## config.mk

```make
export PLATFORM = sky130hd
export DESIGN_NAME = msdf_otf_converter
export DESIGN_NICKNAME = d
export VERILOG_FILES = /design/src/rtl/msdf_otf_converter_pkg.sv /design/src/rtl/msdf_otf_converter_otf_step.sv /design/src/rtl/msdf_otf_converter.sv
export SDC_FILE = /design/constraint.sdc
export NUM_CORES = 1
export LEC_CHECK = 0
export CORE_AREA = 2 2 51 72
export CTS_BUF_LIST = sky130_fd_sc_hd__clkbuf_4
export CTS_CLUSTER_SIZE = 40
export DETAILED_ROUTE_END_ITERATION = 16
export DIE_AREA = 0 0 53 74
export GPL_TIMING_DRIVEN = 0
export PLACE_DENSITY = 0.8
export REMOVE_ABC_BUFFERS = 1
export SLEW_MARGIN = 15
export SYNTH_ARGS = -nofsm -noshare
export SYNTH_HDL_FRONTEND = slang
export SYNTH_SLANG_ARGS = --single-unit
```

## constraint.sdc

```tcl
create_clock -name clk -period 1.96 [get_ports clk]
set_input_delay 0.392 -clock clk [delete_from_list [all_inputs] [get_ports clk]]
set_output_delay 0.392 -clock clk [all_outputs]
set_load 0.03 [all_outputs]
```

## src/rtl/msdf_otf_converter_pkg.sv

```systemverilog
// Shared definitions for the MSDF on-the-fly converter.
//   state_t    : converter FSM states
//   DIG_*      : raw 2-bit signed-digit encodings on Zj (value = Zj[0] - Zj[1])
//   digit_t    : decoded digit class
//   decode_digit() : maps a raw Zj code to its digit class (11 decodes as zero)
package msdf_otf_converter_pkg;

  typedef enum logic {
    ST_IDLE,
    ST_ACCUM
  } state_t;

  localparam logic [1:0] DIG_ZERO = 2'b00;
  localparam logic [1:0] DIG_POS  = 2'b01;
  localparam logic [1:0] DIG_NEG  = 2'b10;

  typedef enum logic [1:0] {
    D_ZERO,
    D_POS,
    D_NEG
  } digit_t;

  function automatic digit_t decode_digit(input logic [1:0] zj);
    digit_t d;
    case (zj)
      DIG_POS: d = D_POS;
      DIG_NEG: d = D_NEG;
      default: d = D_ZERO;  // 00 and 11 both carry value 0
    endcase
    return d;
  endfunction

endpackage

```

## src/rtl/msdf_otf_converter_otf_step.sv

```systemverilog
// otf_step: one combinational on-the-fly conversion step.
// Given the current Q and QM (= Q-1) registers and one signed digit,
// produces the next Q / QM by shift-append, never a carry-propagate add.
//   q, qm     in  W  current conversion registers
//   zj        in  2  signed digit (01=+1, 10=-1, 00/11=0)
//   q_next    out W  next Q
//   qm_next   out W  next QM
module otf_step
  import msdf_otf_converter_pkg::*;
#(
  parameter int unsigned W = 11
) (
  input  logic [W-1:0] q,
  input  logic [W-1:0] qm,
  input  logic [1:0]   zj,
  output logic [W-1:0] q_next,
  output logic [W-1:0] qm_next
);

  always_comb begin
    q_next  = {q[W-2:0], 1'b0};
    qm_next = {qm[W-2:0], 1'b1};
    case (decode_digit(zj))
      D_POS: begin
        q_next  = {q[W-2:0], 1'b1};
        qm_next = {q[W-2:0], 1'b0};
      end
      D_NEG: begin
        // borrow case: the new Q is built from QM so no carry ripples
        q_next  = {qm[W-2:0], 1'b1};
        qm_next = {qm[W-2:0], 1'b0};
      end
      default: begin
        q_next  = {q[W-2:0], 1'b0};
        qm_next = {qm[W-2:0], 1'b1};
      end
    endcase
  end

endmodule

```

## src/rtl/msdf_otf_converter.sv

```systemverilog
// msdf_otf_converter: collects the NDIG = N+1 signed digits of an MSDF
// product stream and converts them on the fly into a W = N+2 bit
// two's-complement word (fraction value = P * 2^-NDIG).
//   clk       in   1  clock, rising edge
//   rst       in   1  asynchronous active-high reset
//   start     in   1  arms the converter for a new product (also restarts)
//   Zj        in   2  signed digit
//   ready_Zj  in   1  Zj valid this cycle
//   P         out  W  converted result
//   P_valid   out  1  P holds a complete result; cleared by start
//   done      out  1  one-cycle pulse when P first shows a new result
//   busy      out  1  high while digits are being accumulated
module msdf_otf_converter
  import msdf_otf_converter_pkg::*;
#(
  parameter  int unsigned N = 9,
  localparam int unsigned W = N + 2
) (
  input  logic         clk,
  input  logic         rst,
  input  logic         start,
  input  logic [1:0]   Zj,
  input  logic         ready_Zj,
  output logic [W-1:0] P,
  output logic         P_valid,
  output logic         done,
  output logic         busy
);

  localparam int unsigned NDIG = N + 1;
  localparam int unsigned CW   = $clog2(NDIG + 1);

  state_t        state, state_next;
  logic [W-1:0]  q, qm;
  logic [W-1:0]  q_next, qm_next;
  logic [CW-1:0] cnt;
  logic          arm, consume, finish;

  otf_step #(.W(W)) u_step (
    .q       (q),
    .qm      (qm),
    .zj      (Zj),
    .q_next  (q_next),
    .qm_next (qm_next)
  );

  always_ff @(posedge clk or posedge rst) begin
    if (rst) state <= ST_IDLE;
    else     state <= state_next;
  end

  // start always takes priority over a digit arriving in the same cycle
  always_comb begin
    state_next = state;
    arm        = 1'b0;
    consume    = 1'b0;
    finish     = 1'b0;
    case (state)
      ST_IDLE: begin
        if (start) begin
          arm        = 1'b1;
          state_next = ST_ACCUM;
        end
      end
      ST_ACCUM: begin
        if (start) begin
          arm = 1'b1;
        end else if (ready_Zj) begin
          consume = 1'b1;
          if (cnt == CW'(NDIG - 1)) begin
            finish     = 1'b1;
            state_next = ST_IDLE;
          end
        end
      end
      default: state_next = ST_IDLE;
    endcase
  end

  always_ff @(posedge clk or posedge rst) begin
    if (rst) begin
      q       <= '0;
      qm      <= '1;
      cnt     <= '0;
      P       <= '0;
      P_valid <= 1'b0;
      done    <= 1'b0;
    end else begin
      done <= finish;
      if (arm) begin
        q       <= '0;
        qm      <= '1;
        cnt     <= '0;
        P_valid <= 1'b0;
      end else if (consume) begin
        q   <= q_next;
        qm  <= qm_next;
        cnt <= finish ? '0 : cnt + CW'(1);
        if (finish) begin
          P       <= q_next;
          P_valid <= 1'b1;
        end
      end
    end
  end

  assign busy = (state == ST_ACCUM);

endmodule

```

Word level (Yosys, flattened, before mapping)
Index checks and enable logic that the tools add are counted.

operators by class
  $add $sub $neg = 1
  equal/unequal tests = 5
  mux-type cells = 25
  bitwise gates (word level) = 2
  reductions and logical operators = 4

operator list
  kind                                                                   count
  10-bit 2-to-1 mux                                                      4
  11-bit case mux with 2 select lines                                    1
  10-bit case mux with 2 select lines                                    1
  1-bit 2-to-1 mux                                                       14
  4-bit 2-to-1 mux                                                       3
  4-bit by 1-bit adder with 4-bit output, second input constant          1
  2-bit by 1-bit equality test with 1-bit output, second input constant  2
  2-bit equality test, second input constant                             2
  4-bit equality test, second input constant                             1
  2-bit case mux with 2 select lines                                     1
  2-bit nonzero test                                                     2
  3-bit AND reduction                                                    1
  1-bit NOT                                                              2
  1-bit case mux with 2 select lines                                     1
  2-bit AND reduction                                                    1

storage, ports and cells
  bits in registers = 38
  input bits = 6
  word-level logic and storage cells = 44

Depth between registers and ports, before layout
  word-level depth = 8
  mapped depth = 7

By module
Synthesis repeated with hierarchy kept, for this count alone.

unflattened totals
  cell total of the unflattened synthesis = 186
  area, all modules = 1943.1 µm²

by module, submodules not included
  module              times used  cells an instance  area an instance (µm²)
  msdf_otf_converter  1           153                1674.1
  otf_step            1           33                 269.0

Worst setup path before layout
No wires, ideal clock.

  kind = input to register
  start point = input port Zj[0]
  end point = register P[9]
  data arrival time = 1596 ps
  slack = 239 ps
  stages = 6
  path buffers = 1
  cell sequence = inv_1 ha_1 or2_1 buf_2 a22o_1 mux2_2

between the ends
  cells in the longest elaborated chain, start to end = 4
  elaborated cells between the ends (all ways) = 6
  classes of those cells = eq/ne (4); mux (2)

RTL lines
  item                                                                                   line                               text
  from (decl)                                                                            msdf_otf_converter.sv:22           input logic [1:0] Zj,
  2-bit equality test or 2-bit by 1-bit equality test with 1-bit output (tied branches)  msdf_otf_converter_pkg.sv:25       case (zj)
  2-bit case mux with 2 select lines (*)                                                 msdf_otf_converter_pkg.sv:25
  2-bit equality test or 2-bit by 1-bit equality test with 1-bit output (tied branches)  msdf_otf_converter_otf_step.sv:23  case (decode_digit(zj))
  11-bit case mux with 2 select lines (*)                                                msdf_otf_converter_otf_step.sv:23
  to (signal assigned)                                                                   msdf_otf_converter.sv:100          P <= q_next;
  to (decl)                                                                              msdf_otf_converter.sv:24           output logic [W-1:0] P,

Every way passes the cells marked *; elsewhere a longest branch is shown, timed or not.
A chain may end at the register's enable or synchronous reset.

Worst setup path after layout
  start point = input port start
  end point = register cnt[3]

between the ends
  cells in the longest elaborated chain, start to end = 5
  elaborated cells between the ends (all ways) = 9
  classes of those cells = mux (8); reduce/logical (1)

RTL lines
  item                  line                      text
  from (decl)           msdf_otf_converter.sv:21  input logic start,
  1-bit 2-to-1 mux      msdf_otf_converter.sv:66  if (start) begin
  1-bit 2-to-1 mux      msdf_otf_converter.sv:58  case (state)
  4-bit 2-to-1 mux      msdf_otf_converter.sv:98  cnt <= finish ? '0 : cnt + CW'(1);
  4-bit 2-to-1 mux      msdf_otf_converter.sv:95  end else if (consume) begin
  4-bit 2-to-1 mux      msdf_otf_converter.sv:90  if (arm) begin
  to (signal assigned)  msdf_otf_converter.sv:98
  to (decl)             msdf_otf_converter.sv:36  logic [CW-1:0] cnt;

Several ways; a longest one is shown, not always the timed one. The select of a mux whose other input is x is not followed.

==> metrics.md <==
| Metric | Value |
|---|---|
| Placed cells | roughly 210 |
| Initial core utilization | 0.537 |
| Asr flop ratio synth | 1.00 |
| Max transition margin | 0.369 |
| R2R setup slack | approximately 0.15 ns |
| Hold crit path type | flip-flop to flip-flop |
| Crit end category | flip-flop |
| Tcrit/Tclk final | 1.02 |
| Clock transition at path regs | approximately 0.12 ns |
| Number of synthesized flops with an enable pin | 0 |
| Root buf cell | clkbuf_4 |
| Hold path startpoint | qm[0]$_DFFE_PP1P_ |
| Core area | 3280 sq um |
| H-Tree Depth | 2 |
| Peak VDD IR | 680 uV |
| Clk_lat worst skew | 0.35 ns |
| CTS tree | yes |
| Vias per cell | approximately 6.2 |
| Final ANT Viol Nets | 0 |
| Area growth syn-to-layout | 15.3% |
| Final HPWL DP | between 2000 and 2500 um |
| Number of antenna diodes | 0 |
| Share of cells above drive strength 1 | 0.150 |
| DRC Markers | 0 |
| CP Cell Sequence | dlygate4sd2_1, nand3b_4, or4b_1, a31oi_1 |
| Fin. max-slew vios | 0 |
| Fin. Hold Viols | 0 |
| FP Rows | 25 |
| CTS Hold Bufs | 0 |
| WHS Path Cells | 2 |
| Die area | a little under 4000 sq um |
| Setup violators final | 1 |
| Cell variety after synth | 34 |
| Routed via count | 1374 |
| TritonCTS Buffers | 5 |
| Final worst path period need | 2.00 ns |
| LEAKAGE | 0.844 nW |
| Failing checks | negative setup slack |
| Hold Path End | qm[0]$_DFFE_PP1P_ |
| Avg Cell Area, Syn | 10.5 sq um |
| RD Place Congestion | 0.778 |
| Max-cap violations | 0 |
| Reg-to-reg critical path startpoint | cnt[1]$_DFFE_PP0P_ |
| Setup tns final | -0.0444 ns |
| Mapped Area | 1760 sq um |
| Post-CTS Setup Bufs | 0 |
| Chip height | 74 um |
| Synth warn | 0 |
| Largest net degree at the start of global routing | 39 |
| Drt pass-1 iters | 4 |
| Crit path DAT | around 2.3 ns |
| Non-filler instance count after layout | 220 |
| Max incr delay on CP | between 0.6 and 0.7 ns |
| Total power | 1.57 mW |
| Die W | ~53 um |
| GRT Resource Usage Total | 0.225 |
| Worst setup margin | -0.0444 ns |
| Initial antenna violation count | 0 |
| Worst-case reg-to-reg path depth | 5 |
| Seq/Total Area, Yosys | 0.546 |
| RSZ-0062 raised after global routing | yes |
| Measured slew at the worst slew-check pin | 0.947 ns |
| Critical path required time | between 2 and 2.5 ns |
| Nets | 189 |
| Number of global-route vias before repair | about 1400 |
| Clk sink count | 38 |
| Seq cells post-synth | 38 |
| CP max stage cell | or4b_1 |
| Main flop type after synthesis | dfrtp_1 |
| CTS Buffer Depth | 2 |
| Pwr per Cell Area | 771 nW/um^2 |
| Worst setup path class | primary input to flip-flop |
| Drt wl/cell | 17.7 um |
| Crit path max fanout | 31 |
| Crit path launch | start |
| Setup Skew | 0.0109 ns |
| Port Buffer Count | 19 |
| IO Count | 20 |
| FMAX | 499 MHz |
| Initial DRC Count | ~70 |
| Type of element launching the critical path | primary input |
| Reg-to-reg endpoint | P[9]$_DFFE_PP0P_ |
| WL final | 3900 um |
| First-pass GRT wire length | about 6300 um |
| Global route total overflow | 0 |
| Post-Synthesis Cells | 168 |
| Outcome | finished, violations left |
critical path, delay by kind of cell:
family,cells,cell delay (ns)
simple gates,2,1.11
buf+inv,1,0.54
compound gates,1,0.22
per-stage QoR:
step           area (sq um)  utilization  setup slack, ns  hold slack [ns]
4_1_cts                2010        0.612          -0.0818            0.483
6_report               2030        0.619          -0.0444            0.481
2_1_floorplan          1690            -          -0.0124            0.446
3_5_place_dp           1930        0.586            -1.27            0.465
3_3_place_gp           1930        0.586            -1.22            0.458
5_1_grt                2030        0.619           -0.126            0.514
flip-flops by register name, summed over array words and instances, names as in the netlist:
name	flops
cnt	4
busy	1
P	11
P_valid	1
done	1
qm	10
q	10
cell usage after synthesis, drive strengths merged, types with 4 or more instances:
library cell	n	share of area
dfstp	10	0.15
a22oi	9	0.038
a21oi	23	0.065
o21ai	9	0.026
nor3	10	0.028
nand3b	9	0.045
buf	10	0.031
inv	4	0.0085
nand2	5	0.011
clkbuf	6	0.013
a221oi	9	0.045
dfrtp	28	0.40
ha	4	0.028
nor2	11	0.023
where the power goes:
group / internal, mW / leakage, nW / switching, mW
combinational: 0.0616 / 0.313 / 0.104
clock: 0.279 / 0.0433 / 0.258
sequential: 0.835 / 0.488 / 0.0287
cell families after synthesis:
group | Yosys count | share of synthesized area
AOI/OAI and AO/OA | 56 | 0.199
DFF | 38 | 0.546
xor gates and xnor gates | 1 | 0.00497
and+or+nand+nor | 48 | 0.162
adders and majority gates | 4 | 0.0284
muxes | 1 | 0.00639
buffers and inverters | 20 | 0.0525
worst max path at each step:
stage | end | slack (ns)
after floorplan | P[9]$_DFFE_PP0P_ | -0.01
after global placement | P[9]$_DFFE_PP0P_ | -1.22
after detailed placement | P[9]$_DFFE_PP0P_ | -1.27
after CTS | P[9]$_DFFE_PP0P_ | -0.08
after global routing | cnt[3]$_DFFE_PP0P_ | -0.13
final | cnt[3]$_DFFE_PP0P_ | -0.04
area by class of cell:
class                           count  area (sq um)
Clock buffer                        6          45.0
Clock inverter                      2          33.8
Fill cell                         285          1250
Inverter                            4          15.0
Multi-Input combinational cell    111           733
Sequential cell                    38           963
Tap cell                           40          50.0
Timing Repair Buffer               19           191
what timing repair did:
item / CTS / global route
resized for setup: 4 / 5
setup endpoints to repair: 37 / 16
pin swaps: 0 / 0
gates cloned: 0 / 1
metal layers:
metal | global-route usage | vias to the layer above | wire length [um] | share of wire
met5 | 0 | - | 0 | 0
met4 | 0.117 | 0 | 93 | 0.024
met3 | 0.0643 | 8 | 191 | 0.049
met2 | 0.356 | 43 | 2050 | 0.52
met1 | 0.279 | 689 | 1570 | 0.40
li1 | - | 634 | - | -
cells in the final DEF (no fill, tap or decap), types with 6 or more instances in the layout:
master           count
nor2_1              11
o21ai_0              9
clkbuf_4             6
dfrtp_1             28
dfstp_2             10
clkdlybuf4s50_1     17
a221oi_1             9
nor3_1              10
nand3b_1             8
a22oi_1              9
a21oi_1             23
No activity file was read; power rests on OpenSTA's default activity.
